File: src/rtl/collision_pkg.sv
// Shared definitions for the collision arbiter: colour width, the default
// transparent colour code, the default coordinate type and a small opacity helper.
package collision_pkg;

    localparam int COLOR_W     = 8;
    localparam int COORD_W_DEF = 11;

    localparam logic [COLOR_W-1:0] MASK_VALUE_DEF = 8'h62;

    typedef logic [COORD_W_DEF-1:0] coord_t;

    // A pixel takes part in a collision only when it is not the transparent code.
    function automatic logic is_opaque(input logic [COLOR_W-1:0] color,
                                       input logic [COLOR_W-1:0] mask);
        return (color != mask);
    endfunction

endpackage

File: src/rtl/collision_arbiter_n_cooldown.sv
// Per-layer cooldown counter: after a layer is reported it stays suppressed for
// COOLDOWN_FRAMES further frame boundaries. A load wins over a decrement.
module collision_cooldown_ctr #(
    parameter int COOLDOWN_FRAMES = 2,
    parameter int CNT_W           = 2
) (
    input  logic clk,
    input  logic resetN,
    input  logic load,
    input  logic dec,
    output logic active
);

    logic [CNT_W-1:0] cnt_r;
    logic [CNT_W-1:0] cnt_nxt_s;

    // Next count: reload on report, otherwise saturating decrement per frame.
    always_comb begin
        cnt_nxt_s = cnt_r;
        if (load) begin
            cnt_nxt_s = CNT_W'(COOLDOWN_FRAMES);
        end else if (dec && (cnt_r != {CNT_W{1'b0}})) begin
            cnt_nxt_s = cnt_r - {{(CNT_W-1){1'b0}}, 1'b1};
        end else begin
            cnt_nxt_s = cnt_r;
        end
    end

    // Counter register, cleared asynchronously.
    always_ff @(posedge clk or negedge resetN) begin
        if (!resetN) begin
            cnt_r <= {CNT_W{1'b0}};
        end else begin
            cnt_r <= cnt_nxt_s;
        end
    end

    assign active = (cnt_r != {CNT_W{1'b0}});

endmodule

File: src/rtl/collision_arbiter_n.sv
// Player/obstacle collision arbiter. Accumulates per-layer hits over a video
// frame, remembers the first colliding pixel, and at each frame boundary
// publishes a held report (minus layers still in cooldown) to a consumer.
module collision_arbiter_n
    import collision_pkg::*;
#(
    parameter int                 NUM_LAYERS      = 4,
    parameter logic [COLOR_W-1:0] MASK_VALUE      = MASK_VALUE_DEF,
    parameter int                 COORD_W         = 11,
    parameter int                 COOLDOWN_FRAMES = 2
) (
    input  logic                                 clk,
    input  logic                                 resetN,
    input  logic                                 frame_start,
    input  logic [COORD_W-1:0]                   pixel_x,
    input  logic [COORD_W-1:0]                   pixel_y,
    input  logic [COLOR_W-1:0]                   player_color,
    input  logic [NUM_LAYERS-1:0][COLOR_W-1:0]   layer_color,
    input  logic [NUM_LAYERS-1:0]                layer_enable,
    input  logic                                 report_ack,
    output logic                                 report_valid,
    output logic [NUM_LAYERS-1:0]                report_hits,
    output logic [COORD_W-1:0]                   hit_x,
    output logic [COORD_W-1:0]                   hit_y,
    output logic                                 overrun
);

    // A zero cooldown still needs a one-bit counter that simply never loads nonzero.
    localparam int CNT_W = (COOLDOWN_FRAMES > 0) ? $clog2(COOLDOWN_FRAMES + 1) : 1;

    logic [NUM_LAYERS-1:0] hit_s;
    logic                  any_hit_s;
    logic [NUM_LAYERS-1:0] masked_s;
    logic                  report_load_s;
    logic [NUM_LAYERS-1:0] cd_active_s;
    logic [NUM_LAYERS-1:0] cd_load_s;

    logic [NUM_LAYERS-1:0] acc_r;
    logic                  first_valid_r;
    logic [COORD_W-1:0]    first_x_r;
    logic [COORD_W-1:0]    first_y_r;

    logic                  report_valid_r;
    logic [NUM_LAYERS-1:0] report_hits_r;
    logic [COORD_W-1:0]    hit_x_r;
    logic [COORD_W-1:0]    hit_y_r;
    logic                  overrun_r;

    // Per-layer collision at the current pixel: enabled, and both sprites opaque.
    always_comb begin
        hit_s = {NUM_LAYERS{1'b0}};
        for (int i = 0; i < NUM_LAYERS; i++) begin
            hit_s[i] = layer_enable[i]
                     & is_opaque(player_color, MASK_VALUE)
                     & is_opaque(layer_color[i], MASK_VALUE);
        end
    end

    assign any_hit_s     = |hit_s;
    assign masked_s      = acc_r & ~cd_active_s;
    assign report_load_s = frame_start & (|masked_s);
    assign cd_load_s     = masked_s & {NUM_LAYERS{frame_start}};

    // One cooldown counter per layer; every frame boundary counts it down.
    for (genvar g = 0; g < NUM_LAYERS; g++) begin : g_cd
        collision_cooldown_ctr #(
            .COOLDOWN_FRAMES (COOLDOWN_FRAMES),
            .CNT_W           (CNT_W)
        ) u_cd (
            .clk    (clk),
            .resetN (resetN),
            .load   (cd_load_s[g]),
            .dec    (frame_start),
            .active (cd_active_s[g])
        );
    end

    // Frame accumulator and first-hit capture; the frame_start pixel opens the new frame.
    always_ff @(posedge clk or negedge resetN) begin
        if (!resetN) begin
            acc_r         <= {NUM_LAYERS{1'b0}};
            first_valid_r <= 1'b0;
            first_x_r     <= {COORD_W{1'b0}};
            first_y_r     <= {COORD_W{1'b0}};
        end else if (frame_start) begin
            acc_r         <= hit_s;
            first_valid_r <= any_hit_s;
            if (any_hit_s) begin
                first_x_r <= pixel_x;
                first_y_r <= pixel_y;
            end
        end else begin
            acc_r <= acc_r | hit_s;
            if (!first_valid_r && any_hit_s) begin
                first_valid_r <= 1'b1;
                first_x_r     <= pixel_x;
                first_y_r     <= pixel_y;
            end
        end
    end

    // Report holding register with ack handshake and sticky overrun flag.
    always_ff @(posedge clk or negedge resetN) begin
        if (!resetN) begin
            report_valid_r <= 1'b0;
            report_hits_r  <= {NUM_LAYERS{1'b0}};
            hit_x_r        <= {COORD_W{1'b0}};
            hit_y_r        <= {COORD_W{1'b0}};
            overrun_r      <= 1'b0;
        end else if (report_load_s) begin
            report_valid_r <= 1'b1;
            report_hits_r  <= masked_s;
            hit_x_r        <= first_x_r;
            hit_y_r        <= first_y_r;
            if (report_valid_r && !report_ack) begin
                overrun_r <= 1'b1;
            end
        end else if (report_valid_r && report_ack) begin
            report_valid_r <= 1'b0;
        end
    end

    assign report_valid = report_valid_r;
    assign report_hits  = report_hits_r;
    assign hit_x        = hit_x_r;
    assign hit_y        = hit_y_r;
    assign overrun      = overrun_r;

endmodule

File: config.mk
export PLATFORM = sky130hd
export DESIGN_NAME = collision_arbiter_n
export DESIGN_NICKNAME = d
export VERILOG_FILES = /design/src/rtl/collision_pkg.sv /design/src/rtl/collision_arbiter_n_cooldown.sv /design/src/rtl/collision_arbiter_n.sv
export SDC_FILE = /design/constraint.sdc
export NUM_CORES = 1
export LEC_CHECK = 0
export ABC_AREA = 1
export CORE_ASPECT_RATIO = 1.25
export CORE_MARGIN = 4
export CORE_UTILIZATION = 45
export DETAILED_ROUTE_END_ITERATION = 12
export PLACE_DENSITY_LB_ADDON = 0.1
export SYNTH_ARGS = -nofsm -noshare
export SYNTH_HDL_FRONTEND = slang
export SYNTH_SLANG_ARGS = --single-unit
export TNS_END_PERCENT = 5
File: constraint.sdc
create_clock -name clk -period 1.8 [get_ports clk]
set_input_delay 0.18 -clock clk [delete_from_list [all_inputs] [get_ports clk]]
set_output_delay 0.18 -clock clk [all_outputs]
set_load 0.05 [all_outputs]
Yosys cells after proc, flatten, opt, wreduce, memory -nomap -nowiden
Index checks and enable logic that the tools add are counted.
Widths: inputs -> output; s select.
- bits in registers: 63
- add/sub/neg operators: 4
- eq/ne operators: 6
- multiplexer cells: 19
- bitwise operators: 13
- reduce and logical (&&, ||, !) cells: 23
- operator list (cell ; count):
    $mux 11 ; 6
    $ne 8x7->1 const B ; 5
    $reduce_bool 2->1 ; 10
    $mux 2 ; 8
    $and 1x1->1 ; 9
    $and 4x4->4 ; 2
    $reduce_or 4->1 ; 2
    $sub 2x1->2 const B ; 4
    $logic_and 1x1->1 ; 7
    $mux 1 ; 4
    $mux 4 ; 1
    $not 4->4 ; 1
    $or 4x4->4 ; 1
    $reduce_and 2->1 ; 2
    $logic_not 1->1 ; 2
    $ne 2x1->1 const B ; 1

Logic depth before layout (Yosys ltp)
Gate-level depths: netlist of run 1.
- depth after elaboration: 7
- gate-level depth with buffers: 11
- depth with buffers taken out: 10

Hierarchy
Synthesis of run 1 repeated with hierarchy kept, for this count alone.
- cells, all modules: 365
- area total of the unflattened synthesis: 2871.5 um2
- modules (own cells, without submodules) (module ; instances ; cells an instance ; area an instance (um2) ; seq. area each (um2)):
    collision_arbiter_n ; 1 ; 301 ; 2406.1 ; 1376.3
    collision_cooldown_ctr ; 4 ; 16 ; 116.4 ; 50.0

Worst setup path before layout of run 1
OpenSTA, ideal clock, no wires.
- path kind: flip-flop to flip-flop
- from: register g_cd[3].u_cd.cnt_r[0]
- to: register hit_x_r[0] (netlist: hit_x[0])
- library setup time: 0.066 ns
- arrival time: 1.300 ns
- path slack: 0.434 ns
- stages on the path, launching flop included: 10
- clock period less this slack: 1.366 ns
- path through: dfrtp_1 inv_1 ha_1 nand2_1 nand4_1 nand2_1 buf_2 buf_2 nand2_1 nand2_1
- cells in the longest elaborated chain, start to end: 5
- RTL lines (element ; RTL line ; source):
    start: declaration ; collision_arbiter_n_cooldown.sv:14 ; logic [CNT_W-1:0] cnt_r;
    start signal: assignment ; collision_arbiter_n_cooldown.sv:32 ; cnt_r <= {CNT_W{1'b0}};
    start signal: assignment ; collision_arbiter_n_cooldown.sv:34 ; cnt_r <= cnt_nxt_s;
    $reduce_bool 2->1 ; collision_arbiter_n_cooldown.sv:38 ; assign active = (cnt_r != {CNT_W{1'b0}});
    $not 4->4 ; collision_arbiter_n.sv:60 ; assign masked_s = acc_r & ~cd_active_s;
    $and 4x4->4 ; collision_arbiter_n.sv:60 ;
    $reduce_or 4->1 ; collision_arbiter_n.sv:61 ; assign report_load_s = frame_start & (|masked_s);
    $and 1x1->1 ; collision_arbiter_n.sv:61 ;
    end signal: assignment ; collision_arbiter_n.sv:107 ; hit_x_r <= {COORD_W{1'b0}};
    end signal: assignment ; collision_arbiter_n.sv:113 ; hit_x_r <= first_x_r;
    end: declaration ; collision_arbiter_n.sv:45 ; logic [COORD_W-1:0] hit_x_r;
Every way passes these cells.
A chain may end at the register's enable or synchronous reset.

Final worst setup path of run 1
- from: register hit_x_r[8] (netlist: hit_x[8])
- to: output port hit_x[8]
- RTL lines (element ; RTL line ; source):
    end: declaration ; collision_arbiter_n.sv:23 ; output logic [COORD_W-1:0] hit_x,
No word-level cell between the ends.

==> results of run 1 <==
## path summary, 6_finish.rpt
kind                                       startpoint             end  slack, ps  depth (start not counted)
max in group asynchronous                      resetN        hit_x[5]        930                          3
worst min-delay path                           resetN        hit_y[4]        300                          2
min in group clk                           pixel_x[4]    first_x_r[4]        390                          3
worst max register to register  g_cd[3].u_cd.cnt_r[0]        hit_y[0]        200                          8
worst max-delay path                         hit_x[8]        hit_x[8]        100                          1
worst min register to register         report_hits[3]  report_hits[3]        470                          2
## state kept, by name, summed over array words and instances, names as in the netlist
name and flops:
hit_y 11, report_valid 1, hit_x 11, report_hits 4
overrun 1, acc_r 4, g_cd.u_cd.cnt_r 8, first_x_r 11
first_valid_r 1, first_y_r 11
## final cells by class
cell class | count | area (um2)
Multi-Input combinational cell | 230 | 1015
Timing Repair Buffer | 103 | 1039
Tap cell | 82 | 102.6
Sequential cell | 63 | 1577
Fill cell | 530 | 1812
Timing Repair inverter | 1 | 7.507
Clock buffer | 9 | 123.9
Inverter | 42 | 161.4
Clock inverter | 7 | 97.59
## cell families (layout without fill, tap and decap cells)
group | Yosys count | count (layout)
AO/OA/AOI/OAI | 11 | 11
adder cells (fa/ha/maj) | 4 | 4
buffers and inverters | 54 | 162
flip-flops | 63 | 63
AND/OR/NAND/NOR | 215 | 215
## layer usage
metal	part of all wire, %	vias up	track usage (%)
met5	0	-	0
met4	1.8	0	8.746
met3	7.5	10	5.659
met2	51	85	32.65
met1	40	1144	18.49
li1	-	1257	-
## cell usage in the layout, fill, tap and decap left out, types with 2 or more instances in the layout
cell	synthesis	final
ha_1	4	4
nand3_1	25	25
clkbuf_8	0	9
clkinvlp_4	0	4
nand3_2	4	4
buf_4	1	3
clkdlybuf4s50_1	0	96
o21ai_0	6	6
nand2_1	159	158
nand4_1	2	2
bufinv_16	0	2
inv_1	41	40
nor2_1	20	20
dfrtp_1	63	63
nand2_2	3	4
o211ai_1	3	3
clkinv_4	0	2
buf_12	0	2
## stage by stage
step	area, um2	total power, mW	hold slack (ps)	util [%]
floorplan	2814	3.887	-115.6	-
global placement	3877	4.806	109.3	65.34
detailed placement	3877	4.880	113.6	65.34
CTS	4109	6.262	293.3	69.24
global route	4123	6.625	322.2	69.47
finish	4123	6.231	295.1	69.47
## repair_timing
item	CTS	global route
hold endpoints to repair	14	0
buffers inserted	0	0
resized for setup	0	3
setup endpoints to repair	0	22
hold buffers	1	0
## report_power, final
group          total [mW]  leakage, nW  switching (mW)  internal [mW]
registers            2.09        0.764           0.225           1.86
logic                2.78         1.24            1.81          0.962
clock network        1.37        0.105           0.587          0.780
total                6.23         2.11            2.63           3.60
==> impl_metrics.json, run 1 <==
{
  "antenna_cells": 0,
  "ys_ff_latch": 63,
  "maxSlewViolCount": 0,
  "critPathSlowestCell": "clkdlybuf4s50_1",
  "drtAntennaViolNets": 0,
  "place_inst": 519,
  "synthAdderAreaFrac_pct": 1.779,
  "clkTransAtPathRegs_ps": 80,
  "wire_per_inst_um": 11.98,
  "critPathArrivalTime_ps": 1520,
  "wl_um": 6435,
  "vias": 2496,
  "ys_warn_count": 0,
  "power_leakage_nw": 2.109,
  "cp_top_family": "buffers and inverters",
  "synth_top_area_cell": "dfrtp_1",
  "critical_path_required_ps": 1620,
  "cp_max_fo": 2,
  "hold_path_class": "in -> async",
  "worstSkewPairLatency_ps": 350,
  "drive_gt1_share_pct": 7.912,
  "ys_seq_area_share_pct": 56.02,
  "synth_flop_cell": "dfrtp_1",
  "synth_top_area_share_pct": 56.02,
  "worstSetupStartpointType": "flop",
  "core-area_um2": 5934,
  "htree_levels": 3,
  "postSynth.asyncResetShare_pct": 100.0,
  "cts_inserted_buffers": 9,
  "drt_first_iter_violations": 130,
  "grt_pass1_vias": 2416,
  "numPortBuffers": 97,
  "max_slew_margin_pct": 65.83,
  "cpPeakStageDelay_ps": 810,
  "dpl_worst_slack_ps": 19.92,
  "synth-simple-area-share_pct": 31.48,
  "crit_chain": "clkdlybuf4s50_1",
  "synth_top_family_by_area": "simple AND/OR/NAND/NOR gates",
  "grt_max_degree": 50,
  "dieArea_um2": 7590,
  "via_per_inst": 4.648,
  "grt_pass1_wl_um": 10310,
  "synth_most_common_cell": "nand2_1",
  "setup_slack_ps": 98.51,
  "ys_top_cells_by_count": "nand2_1 (159), dfrtp_1 (63), inv_1 (41), nand3_1 (25), nor2_1 (20)",
  "cts_tree": "built",
  "grt_use_total_pct": 17.87,
  "drc": 0,
  "worstMarginPinSlew_ps": 510.9,
  "synth_area_leaders": "dfrtp_1 (56%), nand2_1 (21%), inv_1 (5.5%)",
  "synthCells": 347,
  "cts_sinks": 63,
  "clock_tree.root_cell": "clkbuf_8",
  "max_cap_violations": 0,
  "die_y_um": 96.41,
  "synthMuxAreaShare_pct": 0,
  "period_share_pct": 94.53,
  "hpwl_um": 4614,
  "worstSetupPathType": "reg -> out",
  "synth_nets": 421,
  "synthesis.area_um2": 2814,
  "syn_area_per_cell_um2": 8.109,
  "period_needed_ps": 1701,
  "synth-edff-count": 0,
  "cts_buffer_depth": 2,
  "fp.dieW_um": 78.73,
  "fmax_mhz": 587.7,
  "synthToLayoutAreaGrowth_pct": 46.51,
  "setup_tns_ps": 0,
  "row_count": 31,
  "rsz0062_at_grt": "false",
  "peakVddDrop_mv": 0.6397,
  "finalSetupViolCount": 0,
  "place.gp.congestion": 0.7259,
  "fin_cells": 537,
  "grt_antenna_before_repair": 0,
  "end_kind": "output port",
  "synth_compound_area_share_pct": 2.712,
  "ys_types": 20,
  "nets": 524,
  "start_util_pct": 47.42,
  "cp_num_buf_inv": 1,
  "io_pins": 98,
  "status": "complete, no violations",
  "fin_worst_skew_ps": 9.259,
  "grt_overflow": 0,
  "power.density_nw_per_um2": 1511,
  "firstDrtPassIters": 6,
  "finalHoldViolations": 0,
  "synth_xor_area_share_pct": 0
}
Power figures use the tool's default switching activity.
==> inputs of run 2 (changes only) <==
Settings changed: REMOVE_ABC_BUFFERS set to 1, SLEW_MARGIN set to 20.
==> impl_metrics.json, run 2 (synthesis gave the netlist of run 1 again) <==
{
  "die_y_um": 96.41,
  "post-cts-setup-buffer-count": 0,
  "cts_inserted_buffers": 9,
  "cp_max_fo": 2,
  "critPathSlowestCell": "clkdlybuf4s50_1",
  "grt_antenna_before_repair": 0,
  "crit_chain": "clkdlybuf4s50_1",
  "status": "complete, no violations",
  "worstSkewPairLatency_ps": 330,
  "path_depth": 1,
  "critPathArrivalTime_ps": 1520,
  "fin_worst_skew_ps": 5.176,
  "grt_pass1_wl_um": 10540,
  "cpPeakStageDelay_ps": 810,
  "cts_sinks": 63,
  "layout_commonest_cell": "nand2_1",
  "end_kind": "output port",
  "drt_first_iter_violations": 137,
  "cts_buffer_depth": 2,
  "cp_top_family": "buffers and inverters",
  "synthToLayoutAreaGrowth_pct": 46.33,
  "period_share_pct": 94.56,
  "regArea_um2": 1577,
  "grt_pass1_vias": 2474,
  "finalHoldViolations": 0,
  "setup_slack_ps": 97.99,
  "fmax_mhz": 587.5,
  "antenna_cells": 0,
  "max_cap_violations": 0,
  "place.gp.congestion": 0.7530,
  "n_fill_cell": 506,
  "power.density_nw_per_um2": 1477,
  "layout_common_cells": "nand2_1 (158), clkdlybuf4s50_1 (96), dfrtp_1 (63)",
  "numPortBuffers": 97,
  "post_dp_cell_area_um2": 3892,
  "drive_gt1_share_pct": 7.895,
  "fp.dieW_um": 78.73,
  "maxSlewViolCount": 0,
  "drc": 0,
  "clock_tree.root_cell": "clkbuf_8",
  "start_util_pct": 47.42,
  "row_count": 31,
  "htree_levels": 3,
  "critical_path_required_ps": 1620,
  "worstSetupStartpointType": "flop",
  "grt_max_degree": 30,
  "drtAntennaViolNets": 0,
  "nets": 525,
  "dieArea_um2": 7590,
  "rsz0062_at_grt": "true",
  "cts_tree": "built",
  "peakVddDrop_mv": 0.6489,
  "worstSetupPathType": "reg -> out",
  "cp_num_buf_inv": 1,
  "wl_um": 6287,
  "worstMarginPinSlew_ps": 597.6,
  "io_pins": 98,
  "clkTransAtPathRegs_ps": 70,
  "dpl_worst_slack_ps": -11.41,
  "grt_use_total_pct": 18.17,
  "hpwl_um": 4642,
  "wire_per_inst_um": 11.69,
  "core-area_um2": 5934,
  "power_leakage_nw": 2.123,
  "multi_input_area_um2": 1015,
  "hold_path_class": "in -> async",
  "grt_overflow": 0,
  "finalSetupViolCount": 0,
  "firstDrtPassIters": 4,
  "period_needed_ps": 1702,
  "max_slew_margin_pct": 60.16,
  "fin_area_um2": 4118,
  "r2r_cells": 8,
  "via_per_inst": 4.643,
  "vias": 2498
}
-- run 2: per-stage QoR --
stage / setup TNS (ps) / util (%) / instances / hold WS, ps / total power, mW
6_report: 0 / 69.39 / 538 / 399.2 / 6.083
5_1_grt: -256.6 / 69.39 / 538 / 405.5 / 6.502
3_5_place_dp: -15.27 / 65.59 / 521 / 218.6 / 4.871
2_1_floorplan: -2274 / - / 335 / -115.6 / 3.843
3_3_place_gp: 0 / 65.59 / 521 / 219.0 / 4.805
4_1_cts: 0 / 69.28 / 538 / 395.9 / 6.151
-- run 2: area by class of cell --
| class | instances | share of cell area, % |
|---|---|---|
| clock inverters | 3 | 0.9723 |
| flip-flops and latches | 63 | 38.29 |
| multi-input cells | 230 | 24.64 |
| well taps | 82 | 2.492 |
| repair buffers | 105 | 25.58 |
| clock buffers | 13 | 4.102 |
| inverters | 42 | 3.920 |
-- run 2: worst reg2reg max path, stage by stage (launching register included) --
cell	delay, ps
dfrtp_1	370
inv_1	60
ha_1	200
nand2_1	90
nand4_1	110
nand2_2	100
clkinvlp_4	350
nand2_1	200
nand2_1	70
-- run 2: what timing repair did --
action	CTS	global route
endpoints found under the hold margin	22	0
resized for setup	0	2
setup endpoints to repair	0	22
hold buffers	1	0
-- run 2: path summary, 6_finish.rpt --
check	startpoint	to	slack, ps
max	hit_x[8]	hit_x[8]	100
min	resetN	hit_y[4]	400
max reg2reg	g_cd[1].u_cd.cnt_r[0]	hit_y[10]	140
min reg2reg	first_y_r[5]	hit_y[5]	470
max in group asynchronous	resetN	acc_r[1]	810
min in group clk	pixel_y[2]	first_y_r[2]	410
-- run 2: power breakdown --
| group | switching, mW | internal, mW | total (mW) | leakage (nW) |
|---|---|---|---|---|
| combinational | 1.78 | 0.962 | 2.74 | 1.25 |
| sequential | 0.226 | 1.86 | 2.09 | 0.764 |
| clock | 0.502 | 0.749 | 1.25 | 0.109 |
-- run 2: layer usage --
metal | up-vias | track usage (%) | part of all wire [%]
li1 | 1261 | - | -
met1 | 1134 | 20.25 | 38
met2 | 93 | 32.08 | 52
met3 | 10 | 5.195 | 8.1
met4 | 0 | 8.601 | 1.9
met5 | - | 0 | 0
